--- src/rtl/mu0_pkg.sv ---
`default_nettype none
// ============================================================================
// Module   : mu0_pkg
// Purpose  : Shared MU0 definitions: opcodes, phase-sequencer states and the
//            default shift-amount field width.
// Revision : 1.0 - initial release
// ============================================================================
package mu0_pkg;

  // Width of the shift-amount field IR[SHW-1:0]
  localparam int SHW_DEFAULT = 4;

  // Opcodes, IR[15:12]; the decoder imports the same constants
  localparam logic [3:0] OP_LDA = 4'h0;
  localparam logic [3:0] OP_STA = 4'h1;
  localparam logic [3:0] OP_ADD = 4'h2;
  localparam logic [3:0] OP_SUB = 4'h3;
  localparam logic [3:0] OP_JMP = 4'h4;
  localparam logic [3:0] OP_JMI = 4'h5;
  localparam logic [3:0] OP_JEQ = 4'h6;
  localparam logic [3:0] OP_STP = 4'h7;
  localparam logic [3:0] OP_LDI = 4'h8;
  localparam logic [3:0] OP_LSL = 4'h9;
  localparam logic [3:0] OP_LSR = 4'hA;

  // Phase-sequencer states
  typedef enum logic [2:0] {
    S_FETCH = 3'd0,
    S_EXEC1 = 3'd1,
    S_EXEC2 = 3'd2,
    S_SHIFT = 3'd3,
    S_HALT  = 3'd4
  } state_t;

  // True for the two accumulator shift instructions
  function automatic logic is_shift_op(input logic [3:0] op);
    return (op == OP_LSL) || (op == OP_LSR);
  endfunction

endpackage
`default_nettype wire

--- src/rtl/mu0_shift_counter.sv ---
`default_nettype none
// ============================================================================
// Module   : mu0_shift_counter
// Purpose  : Remaining-shift counter. Loaded with SHAMT-1 when a multi-bit
//            shift starts, decremented once per shift cycle, flags the last.
// Revision : 1.0 - initial release
// ============================================================================
module mu0_shift_counter #(
  parameter int SHW = 4
) (
  input  logic           clk,
  input  logic           rst,
  input  logic           i_load,
  input  logic [SHW-1:0] i_load_value,
  input  logic           i_dec,
  output logic [SHW-1:0] o_count,
  output logic           o_last
);

  logic [SHW-1:0] r_count;

  // Load has priority over decrement; the count saturates at zero so it can
  // never wrap even if decrement were requested while idle
  always_ff @(posedge clk or posedge rst) begin
    if (rst) begin
      r_count <= '0;
    end else if (i_load) begin
      r_count <= i_load_value;
    end else if (i_dec && (r_count != '0)) begin
      r_count <= r_count - SHW'(1);
    end
  end

  assign o_count = r_count;
  assign o_last  = (r_count == SHW'(1));

endmodule
`default_nettype wire

--- src/rtl/mu0_phase_sequencer.sv ---
`default_nettype none
// ============================================================================
// Module   : mu0_phase_sequencer
// Purpose  : MU0 control FSM. Produces FETCH/EXEC1/EXEC2 phases, stretches
//            FETCH and EXEC2 on memory wait, halts on STP and expands
//            LSL/LSR into SHAMT single-bit shift cycles.
// Revision : 1.0 - initial release
// ============================================================================
module mu0_phase_sequencer
  import mu0_pkg::*;
#(
  parameter int SHW = SHW_DEFAULT
) (
  input  logic           CLK,
  input  logic           RESET,
  input  logic [3:0]     OP,
  input  logic [SHW-1:0] SHAMT,
  input  logic           MEM_READY,
  input  logic           RUN,
  output logic           FETCH,
  output logic           EXEC1,
  output logic           EXEC2,
  output logic           SHIFT_EN,
  output logic           SHIFT_LEFT,
  output logic           HALTED,
  output logic           RETIRE
);

  state_t         r_state;
  state_t         w_next_state;
  logic           r_shift_left;
  logic           w_is_shift;
  logic           w_multi_shift;
  logic           w_cnt_load;
  logic           w_cnt_dec;
  logic [SHW-1:0] w_cnt_load_value;
  logic [SHW-1:0] w_count;
  logic           w_last;

  assign w_is_shift       = is_shift_op(OP);
  assign w_multi_shift    = w_is_shift && (SHAMT > SHW'(1));
  // EXEC1 performs the first shift itself, so only SHAMT-1 remain
  assign w_cnt_load_value = SHAMT - SHW'(1);

  mu0_shift_counter #(
    .SHW (SHW)
  ) u_shift_counter (
    .clk          (CLK),
    .rst          (RESET),
    .i_load       (w_cnt_load),
    .i_load_value (w_cnt_load_value),
    .i_dec        (w_cnt_dec),
    .o_count      (w_count),
    .o_last       (w_last)
  );

  // State register; reset abandons any stall or partial shift
  always_ff @(posedge CLK or posedge RESET) begin
    if (RESET) begin
      r_state <= S_FETCH;
    end else begin
      r_state <= w_next_state;
    end
  end

  // Shift direction captured in EXEC1 and held through the S_SHIFT burst
  always_ff @(posedge CLK or posedge RESET) begin
    if (RESET) begin
      r_shift_left <= 1'b0;
    end else if (r_state == S_EXEC1) begin
      r_shift_left <= (OP == OP_LSL);
    end
  end

  // Next-state decision
  always_comb begin
    w_next_state = r_state;
    case (r_state)
      S_FETCH: if (MEM_READY) w_next_state = S_EXEC1;
      S_EXEC1: begin
        case (OP)
          OP_LDA, OP_ADD, OP_SUB:                 w_next_state = S_EXEC2;
          OP_STA, OP_JMP, OP_JMI, OP_JEQ, OP_LDI: w_next_state = S_FETCH;
          OP_STP:                                 w_next_state = S_HALT;
          OP_LSL, OP_LSR: w_next_state = w_multi_shift ? S_SHIFT : S_FETCH;
          default:                                w_next_state = S_FETCH;
        endcase
      end
      S_EXEC2: if (MEM_READY) w_next_state = S_FETCH;
      S_SHIFT: if (w_last) w_next_state = S_FETCH;
      S_HALT:  if (RUN) w_next_state = S_FETCH;
      default: w_next_state = S_FETCH;
    endcase
  end

  // Phase, shift and retire outputs decoded from state, OP and SHAMT
  always_comb begin
    FETCH      = (r_state == S_FETCH);
    EXEC1      = (r_state == S_EXEC1);
    EXEC2      = (r_state == S_EXEC2);
    HALTED     = (r_state == S_HALT);
    SHIFT_EN   = 1'b0;
    SHIFT_LEFT = r_shift_left;
    RETIRE     = 1'b0;
    w_cnt_load = 1'b0;
    w_cnt_dec  = 1'b0;
    case (r_state)
      S_EXEC1: begin
        // Direction must be valid in the same cycle as the first shift
        SHIFT_LEFT = (OP == OP_LSL);
        SHIFT_EN   = w_is_shift && (SHAMT != '0);
        w_cnt_load = w_multi_shift;
        RETIRE     = !((OP == OP_LDA) || (OP == OP_ADD) || (OP == OP_SUB))
                     && !w_multi_shift;
      end
      S_EXEC2: RETIRE = MEM_READY;
      S_SHIFT: begin
        SHIFT_EN  = (w_count != '0);
        w_cnt_dec = 1'b1;
        RETIRE    = w_last;
      end
      default: ;
    endcase
  end

endmodule
`default_nettype wire

--- config.mk ---
export PLATFORM = sky130hd
export DESIGN_NAME = mu0_phase_sequencer
export DESIGN_NICKNAME = d
export VERILOG_FILES = /design/src/rtl/mu0_pkg.sv /design/src/rtl/mu0_shift_counter.sv /design/src/rtl/mu0_phase_sequencer.sv
export SDC_FILE = /design/constraint.sdc
export NUM_CORES = 1
export LEC_CHECK = 0
export CAP_MARGIN = 20
export CORE_ASPECT_RATIO = 1.1
export CORE_UTILIZATION = 51
export DETAILED_ROUTE_END_ITERATION = 7
export GPL_TIMING_DRIVEN = 0
export PLACE_DENSITY = 0.92
export SLEW_MARGIN = 5
export SYNTH_ARGS = -nofsm -noshare
export SYNTH_HDL_FRONTEND = slang
export SYNTH_SLANG_ARGS = --single-unit
--- constraint.sdc ---
create_clock -name CLK -period 3.6 [get_ports CLK]
set_input_delay 0.36 -clock CLK [delete_from_list [all_inputs] [get_ports CLK]]
set_output_delay 0.36 -clock CLK [all_outputs]
set_load 0.01 [all_outputs]
==> flow_summary.rst <==
.. list-table::
   :header-rows: 1

   * - Metric
     - Value
   * - Routed WL per cell
     - 12.2 um
   * - Clock edge transition at the registers on the reported setup and hold paths
     - about 0.06 ns
   * - Share of layout cells above drive strength 1
     - 15.5%
   * - Class of the tightest hold or removal check
     - in2async
   * - Maximum operating frequency
     - 380 MHz
   * - Post-cts gate resize count
     - 0
   * - Root cell of the clock tree
     - clkbuf_4
   * - Count of yosys warnings during synthesis
     - 0
   * - Largest net degree at the start of global routing
     - 10
   * - Internal reg-to-reg setup slack
     - approximately 2 ns
   * - Post-layout net count
     - 123
   * - IO Count
     - 19
   * - Number of hold violations in the final report
     - 0
   * - DIE AREA
     - roughly 1600 sq um
   * - Post-detailed-placement cell area
     - 945 sq um
   * - Maximum resistive drop on vdd
     - 0.000265 V
   * - Total wire length after detailed routing
     - between 1 and 1.5 mm
   * - Number of placement rows
     - 14
   * - Number of antenna violations at the first check in global routing
     - 0
   * - Quantity of hold-fixing buffers added after cts
     - 0
   * - Mean instance size in the synthesized netlist
     - just over 9 sq um
   * - Post-synth EDFFs
     - 0
   * - Unrepaired setup endpoints after global routing
     - false
   * - Endpoint kind of the worst setup timing path
     - output port
   * - Number of placed instances, taps included
     - between 100 and 150
   * - CTS HTree Levels
     - 1
   * - Minimum period implied by the final worst setup slack
     - between 2 and 3 ns
   * - Port Buffers
     - 18
   * - Number of sinks driven by the clock tree
     - 8
   * - Number of remaining DRC errors
     - 0
   * - Clock latency on the worst-skew pair
     - 0.27 ns
   * - Synthesized netlist cell count
     - slightly above 80
   * - Async set-reset flop share out of synthesis
     - 100%
   * - Launching element of the worst setup path
     - SHAMT[0]
   * - Max-cap check violation count
     - 0
   * - Worst flop-to-flop path startpoint
     - u_shift_counter.o_count[0]$_DFFE_PP0P_
   * - Drt initial violations
     - 11
   * - Most area-hungry cell type in the Yosys netlist
     - dfrtp_1
   * - Vias per std cell
     - approximately 5.3
   * - Result of the run
     - finished, final reports clean
   * - Antenna fix cells
     - 0
   * - Detailed Place HPWL
     - roughly 1.1 mm
   * - Clock buffers created by TritonCTS
     - 3
   * - Global-route wire length before repair
     - 2.59 mm
   * - Total number of vias
     - 636
   * - Layout overhead on the synthesized area
     - 29.9%
   * - GRT Residual Overflow
     - 0
   * - Cell count of the worst reg-to-reg path
     - 5
   * - Remaining antenna violation count
     - 0
   * - Most frequent cell after synthesis
     - inv_1
   * - Most common flop cell mapped by yosys
     - dfrtp_1
   * - Synth Register Bits
     - 8
   * - Startpoint type of the worst setup path
     - input port
   * - Die boundary height
     - 42.1 um
   * - Layout fillers
     - around 110
   * - Worst setup skew after layout
     - roughly 0.003 ns
   * - Final Instance Area
     - approximately 970 sq um
   * - Category of the most critical setup path
     - in2out
   * - First drt pass iteration count
     - 4
   * - Gpl congestion
     - slightly above 0.8
   * - Data required, critical path
     - between 3 and 4 ns
   * - Via count of the first global-routing pass
     - roughly 600
   * - Crit path arrival time
     - 2.27 ns
   * - CTS tree
     - yes
   * - Total chip power
     - roughly 0.00054 W
   * - Post-layout instance count excluding filler cells
     - between 100 and 150
   * - Destination of the worst register-to-register timing path
     - u_shift_counter.o_count[1]$_DFFE_PP0P_
   * - Worst hold slack after final layout
     - 0.340 ns
   * - Destination of the critical timing path
     - RETIRE
   * - Setup bufs post-CTS
     - 0
   * - Final cycle utilization of the critical path
     - approximately 73%
   * - GRT Total Usage
     - 22.3%
   * - Initial core utilization
     - between 50% and 60%
   * - Cells taking the most area after synthesis
     - dfrtp_1 (27%), ha_1 (10%), xnor2_1 (5.9%)
   * - Seq/Total Area, Yosys
     - approximately 27%
   * - Worst slew margin relative to its limit
     - between 70% and 80%
   * - Die extent in x
     - between 30 and 40 um
   * - Leading post-synthesis cells by instance count
     - inv_1 (10), dfrtp_1 (8), nor2_1 (7), ha_1 (6), xnor2_1 (5)
   * - Setup violators final
     - 0
   * - Number of different library cells in the post-synthesis netlist
     - 36
   * - Post-synthesis instance area
     - between 700 and 800 sq um
   * - Core region area
     - roughly 1400 sq um
   * - Least-Margin Pin Slew
     - 0.343 ns
   * - Critical Path Fanout Max
     - 4
   * - Maximum number of buffers from clock root to sink
     - 2
   * - Nets in the synthesized netlist
     - 100
   * - Leakage power total
     - roughly 0.43 nW
   * - Post-synth top area share
     - 26.9%
   * - Final Max Tran Viols
     - 0
   * - Setup Total Neg Slack
     - 0 ns
   * - Power density relative to cell area
     - 559 nW/um^2
==> sequential cells by signal, indices dropped and copies added (netlist names) <==
register,count
r_shift_left,1
r_state,3
u_shift_counter.o_count,4
==> layout make-up <==
type	count	area [sq um]	area share, %
Tap cell	16	20.0	2.07
Sequential cell	8	200	20.7
Inverter	11	43.8	4.53
Buffer	3	21.3	2.20
Clock buffer	3	22.5	2.33
Timing Repair Buffer	18	180	18.6
Multi-Input combinational cell	60	479	49.5
==> per-stage QoR <==
stage / utilization, % / worst slack, ns
floorplan: - / 2.02
finish: 70.8 / 0.968
detailed placement: 69.1 / 0.984
CTS: 70.8 / 0.978
global placement: 69.1 / 0.999
global route: 70.8 / 0.786
==> cell usage in the layout (no fill, tap or decap), types with 2 or more instances in the layout <==
cell / count
clkdlybuf4s50_1: 18
inv_1: 10
dfrtp_1: 8
nor2_1: 7
ha_1: 6
xnor2_1: 5
nor3_1: 4
mux2i_1: 4
nand2_1: 3
clkbuf_4: 3
o21ai_0: 2
nand2b_1: 2
buf_2: 2
a31oi_1: 2
o2bb2ai_1: 2
a21oi_1: 2
nand3_1: 2
==> report_power, final <==
part / switching (W) / total (W) / internal, W
clock: 0.0000366 / 0.0000752 / 0.0000386
sequential: 0.0000228 / 0.000148 / 0.000125
combinational: 0.000162 / 0.000318 / 0.000156
total: 0.000222 / 0.000541 / 0.000319
==> worst max-delay path, cell delays in order <==
cell	delay, ns
clkdlybuf4s50_1	0.46
inv_1	0.11
ha_1	0.21
nor2_1	0.05
o31ai_1	0.22
a21oi_1	0.13
o21ai_0	0.17
clkdlybuf4s50_1	0.57
==> logic make-up (layout without fill, tap and decap cells) <==
group                    count (synthesis)  count (layout)  share of synthesized area [%]
flip-flops                               8               8                           26.9
adder cells (fa/ha/maj)                  6               6                           10.1
buffers and inverters                   14              35                           8.74
AND/OR/NAND/NOR                         29              29                           26.1
XOR/XNOR                                 5               5                           5.88
multiplexers                             5               5                           6.89
AO/OA/AOI/OAI                           15              15                           15.5
==> worst min-delay path by stage <==
stage / to
final: r_shift_left$_DFF_PP0_
after global routing: r_state[1]$_DFFE_PP0P_
after CTS: r_state[1]$_DFFE_PP0P_
after detailed placement: r_shift_left$_DFF_PP0_
after global placement: r_shift_left$_DFF_PP0_
after floorplan: r_shift_left$_DFF_PP0_
==> metal layers <==
layer	track usage (%)	wire (um)	up-vias
li1	-	-	328
met1	28.1	628	281
met2	36.3	711	22
met3	4.79	80	5
met4	8.28	29	0
met5	0	0	-
Power figures use the tool's default switching activity.
==> RTL edit 1, RTL diff (same settings) <==
Re-encode `state_t` (5 states) as one-hot, 5 bits wide.
--- a/src/rtl/mu0_pkg.sv
+++ b/src/rtl/mu0_pkg.sv
@@ -26,8 +26,8 @@
   // Phase-sequencer states
-  typedef enum logic [2:0] {
-    S_FETCH = 3'd0,
-    S_EXEC1 = 3'd1,
-    S_EXEC2 = 3'd2,
-    S_SHIFT = 3'd3,
-    S_HALT  = 3'd4
+  typedef enum logic [4:0] {
+    S_FETCH = 5'b00001,
+    S_EXEC1 = 5'b00010,
+    S_EXEC2 = 5'b00100,
+    S_SHIFT = 5'b01000,
+    S_HALT  = 5'b10000
   } state_t;
Function: no difference found for any inputs over 10 cycles, from zero or initial values and one cycle with RESET high; not proved beyond that.
==> RTL edit 1 against the original RTL <==
Final area grew 12%; non-clock buffer count shrank 1; hold slack gained 0.018 ns; critical path type is now reg -> out; critical path depth shrank 3; sequential cell count grew 2; synthesized area grew 14%; wire length grew 34%; clock power grew 40%; power grew 12%; largest power group unchanged; worst setup slack lost 0.31 ns; clock skew grew 0.0014 ns; count of clock-buffer cells in the layout grew 1; register-to-register slack lost 0.37 ns; final cell count grew 13%.
==> RTL edit 1: results (changes against the original RTL) <==
Finish
  • Cell Count, Final, Fillers Out: 134 (+13%)
  • Nets: 136 (+11%)
  • Largest Register: r_state
  • Max reg flops: 5 (+1)
  • Share of post-route cells with drive strength above 1: 0.154 (-0.00149)

Power
  • VDD IR max: 0.286 mV (+8.0%)
  • Leakage: 0.490 nW (+14%)

Drt
  • Final WL: 1940 um (+34%)
  • DRT iter0 DRCs: 16 (+5)
  • Drt via density: 6.15 (+15%)

Clock network
  • CTS resizes: 0 (unchanged)
  • Later-pin clock latency in the skew report: 0.27 ns (about the same)

Timing
  • Final Skew: 0.00433 ns (+0.00140 ns)
  • Slew headroom: 0.678 (-0.0901)

GRT
  • Maximum number of pins on one net before global-route repair: 11 (+1)
  • Global-route wire length before repair: 3080 um (+19%)
  • GR Layer Usage met3: 0.0148 (-0.0331)
  • Vias in the first global route: 747 (+22%)
  • Met2 GRT Util: 0.422 (+0.0592)
  • Total global-route track usage: 0.245 (+0.0225)
  • GR Util met1: 0.302 (+0.0205)

Setup path
  • Maximum fanout along the worst path: 7 (+3)
  • Biggest cell delay along the critical path: 0.60 ns (+0.03 ns)
  • Worst EP arrival: 2.58 ns (+0.31 ns)

Yosys
  • Seq/Total Area, Yosys: 0.296 (+0.0276)
  • Synth unique cells: 44 (+22%)
  • Syn Area/Cell: 8.93 um2 (-1.6%)
  • Post-synth top cells: 11 x nor2_1, 9 x dfrtp_1, 7 x inv_1
  • Net Count, Synth: 113 (+13%)
  • Synth area leaders: dfrtp_1 27%, ha_1 8.8%, nor2_1 4.9%
  • Ys async rst share: 1.00 (unchanged)

Placed design
  • Hpwl dp: 1580 um (+40%)
  • Port Buffers: 18 (unchanged)
  • Placed instance count: 130 (+12%)
  • RePlAce Congestion: 0.770 (-4.8%)

Outcome
  • Outcome: finished clean
RTL edit 1: cell types whose count changed after synthesis, moves of 2 or more:
cell	before	now
a21oi_1	2	4
and3_2	0	2
buf_2	2	0
inv_1	10	7
nor2_1	7	11
nor3_1	4	6
o2bb2ai_1	2	0
o311ai_0	0	2
or2_1	0	2
or2_2	0	3
xnor2_1	5	3
xor2_1	0	2
RTL edit 1: where the power goes:
part,leakage [nW],switching [mW],internal (mW)
clock network,0.0210,0.0432,0.0615
logic,0.345,0.148,0.154
registers,0.123,0.0410,0.156
RTL edit 1: worst paths after layout:
path | depth (start not counted) | to | startpoint | slack (ns)
hold / removal | 2 | u_shift_counter.o_count[2] | RESET | 0.36
setup reg to reg | 6 | r_state[0] | u_shift_counter.o_count[1] | 1.67
setup / recovery | 5 | SHIFT_LEFT | r_state[4] | 0.66
max in group asynchronous | 2 | r_state[0] | RESET | 2.92
hold reg to reg | 2 | r_shift_left | r_shift_left | 0.52
min in group CLK | 2 | r_shift_left | r_shift_left | 0.52
RTL edit 1: final cells by class:
| type | instances | area (um2) |
|---|---|---|
| tap | 17 | 21.3 |
| inverter | 8 | 31.3 |
| fill | 127 | 472 |
| clock buffer | 4 | 36.3 |
| timing repair buffer | 18 | 180 |
| sequential | 10 | 251 |
| buffer | 2 | 15.0 |
| multi-input combinational | 75 | 551 |
RTL edit 1: logic make-up (layout without fill, tap and decap cells):
family,Yosys count,in the layout,synth area share
mux,3,3,0.0354
simple gates,40,40,0.274
flops,10,10,0.296
buf+inv,10,32,0.0546
compound gates,21,21,0.199
fa+ha+maj,6,6,0.0885
xor+xnor,5,5,0.0516
RTL edit 1: per-stage QoR:
stage	area [um2]	hold WS [ns]	utilization	power, mW	worst slack (ns)
floorplan	848	0.199	-	0.393	1.59
global placement	1050	0.470	0.674	0.478	0.829
detailed placement	1050	0.512	0.674	0.499	0.740
CTS	1090	0.380	0.697	0.602	0.663
global route	1090	0.424	0.697	0.647	0.554
finish	1090	0.358	0.697	0.604	0.658
RTL edit 1: per-layer routing:
layer / share of wire / up-vias
met5: 0 / -
li1: - / 391
met3: 0.028 / 2
met4: 0.0067 / 0
met1: 0.40 / 409
met2: 0.56 / 22
RTL edit 1: worst max-delay path: cells and delay by family, from the launching register on:
kind                   cells  cell delay, ns
buffers and inverters      2            0.74
DFF                        1            0.45
and+or+nand+nor            2            0.82
AOI/OAI and AO/OA          1            0.31
==> RTL edit 2, RTL diff (same flow settings) <==
Made on the original files. Set the package constant `SHW_DEFAULT` to 3 (it was 4).
--- a/src/rtl/mu0_pkg.sv
+++ b/src/rtl/mu0_pkg.sv
@@ -10,3 +10,3 @@
   // Width of the shift-amount field IR[SHW-1:0]
-  localparam int SHW_DEFAULT = 4;
+  localparam int SHW_DEFAULT = 3;
 
Interface: changed (resized SHAMT); port bits go from 19 to 18. The function was not compared with the original's and may differ.
==> RTL edit 2 against the original RTL <==
Power rose by 9.4%; maximum frequency rose by 1.9%; core utilization rose by 2.0 points; final area fell by 11%; sequential power fell by 9%; synthesized area fell by 13%; register-to-register slack improved by 0.06 ns; via count fell by 1.6%; the flow now finishes with violations (design-rule violations); hold slack got worse by 0.017 ns; worst setup slack improved by 0.049 ns; wire length rose by 1.2%; synthesized cell count fell by 11%; sequential cell count fell by 1; highest routed layer unchanged.
==> RTL edit 2: results (changes against the original RTL) <==
Finish
  • Share of post-route cells with drive strength above 1: 0.149 (-0.00640)
  • CLK BUF: 4 (+1)
  • Multi-input combinational area share: 0.475 (-0.0208)
  • Fillers: 91 (-18%)
  • Logic inverters: 10 (-1)
  • Flip-flop and latch area: 175 um2 (-13%)
  • Sequential share of cell area: 0.203 (-0.00438)
  • Buffers outside the clock class: 20 (-4.8%)
  • Layout area overhead: 33.1%
  • Nets: 112 (-8.9%)

Drt
  • Drt via density: 5.74 (+7.5%)
  • DRT met1 WL: 587 um (-6.5%)
  • Met3 wire length: 43 um (-46%)
  • Avg WL per Cell: 13.4 um (+10%)
  • DRT iter0 DRCs: 17 (+6)
  • DRC: 2 (+2)
  • WL met2: 784 um (+10%)

Yosys
  • Synth area leaders: dfrtp_1 27%, ha_1 12%, inv_1 5.8%
  • Net Count, Synth: 90 (-10%)
  • Mux cell area share after synthesis: 0.0154 (-0.0535)
  • Seq/Total Area, Yosys: 0.270 (+0.000842)
  • FF+latch count, synth: 7 (-1)
  • Adder-cell share of the synthesized area: 0.116 (+0.0148)
  • Post-synth top cells: 10 x inv_1, 7 x dfrtp_1, 6 x a21oi_1, 6 x ha_1, 6 x nor2_1
  • Compound-Gate Fraction of Synth Area: 0.218 (+0.0631)

Clock network
  • Clock Pin Slew Worst Setup and Hold Paths: 0.05 ns
  • Later-pin clock latency in the skew report: 0.25 ns (-0.02 ns)

Timing
  • Final Skew: 0.00525 ns (+0.00232 ns)
  • Slew headroom: 0.745 (-0.0234)

Power
  • Psw: 0.249 mW (+12%)
  • Leakage: 0.370 nW (-14%)
  • Clk network pwr share: 0.119 (-0.020)

GRT
  • GR Util met1: 0.260 (-0.0217)
  • Vias in the first global route: 569 (-7.3%)
  • Maximum number of pins on one net before global-route repair: 11 (+1)
  • Met2 GRT Util: 0.459 (+0.0964)
  • GR Layer Usage met3: 0.0341 (-0.0138)

Outcome
  • Outcome: finished with violations
  • Failing checks: design-rule violations

Placed design
  • RePlAce Congestion: 0.704 (-13%)

Setup path
  • Maximum fanout along the worst path: 3 (-1)
  • Worst EP arrival: 2.22 ns (-0.05 ns)
## RTL edit 2: cells by family (layout without fill, tap and decap cells)
logic type / after synthesis / after routing
flops: 7 / 7
compound gates: 18 / 18
xor+xnor: 3 / 3
fa+ha+maj: 6 / 6
mux: 1 / 1
buf+inv: 13 / 34
simple gates: 25 / 25
## RTL edit 2: through the flow
stage                     power (mW)  utilization  std cells
after global routing           0.635        0.728        109
after detailed placement       0.518        0.706        105
after floorplan                0.378            -         73
after global placement         0.492        0.706        105
final                          0.592        0.728        109
after CTS                      0.588        0.728        109
## RTL edit 2: final timing paths
path | startpoint | end | slack [ns] | cells past startpoint
max in group asynchronous | RESET | r_shift_left | 3.08 | 2
worst max-delay path | SHAMT[1] | RETIRE | 1.02 | 8
min in group CLK | r_state[1] | r_state[2] | 0.57 | 2
worst min-delay path | RESET | u_shift_counter.o_count[2] | 0.32 | 2
worst max register to register | r_state[2] | u_shift_counter.o_count[1] | 2.10 | 5
worst min register to register | r_state[1] | r_state[2] | 0.57 | 2
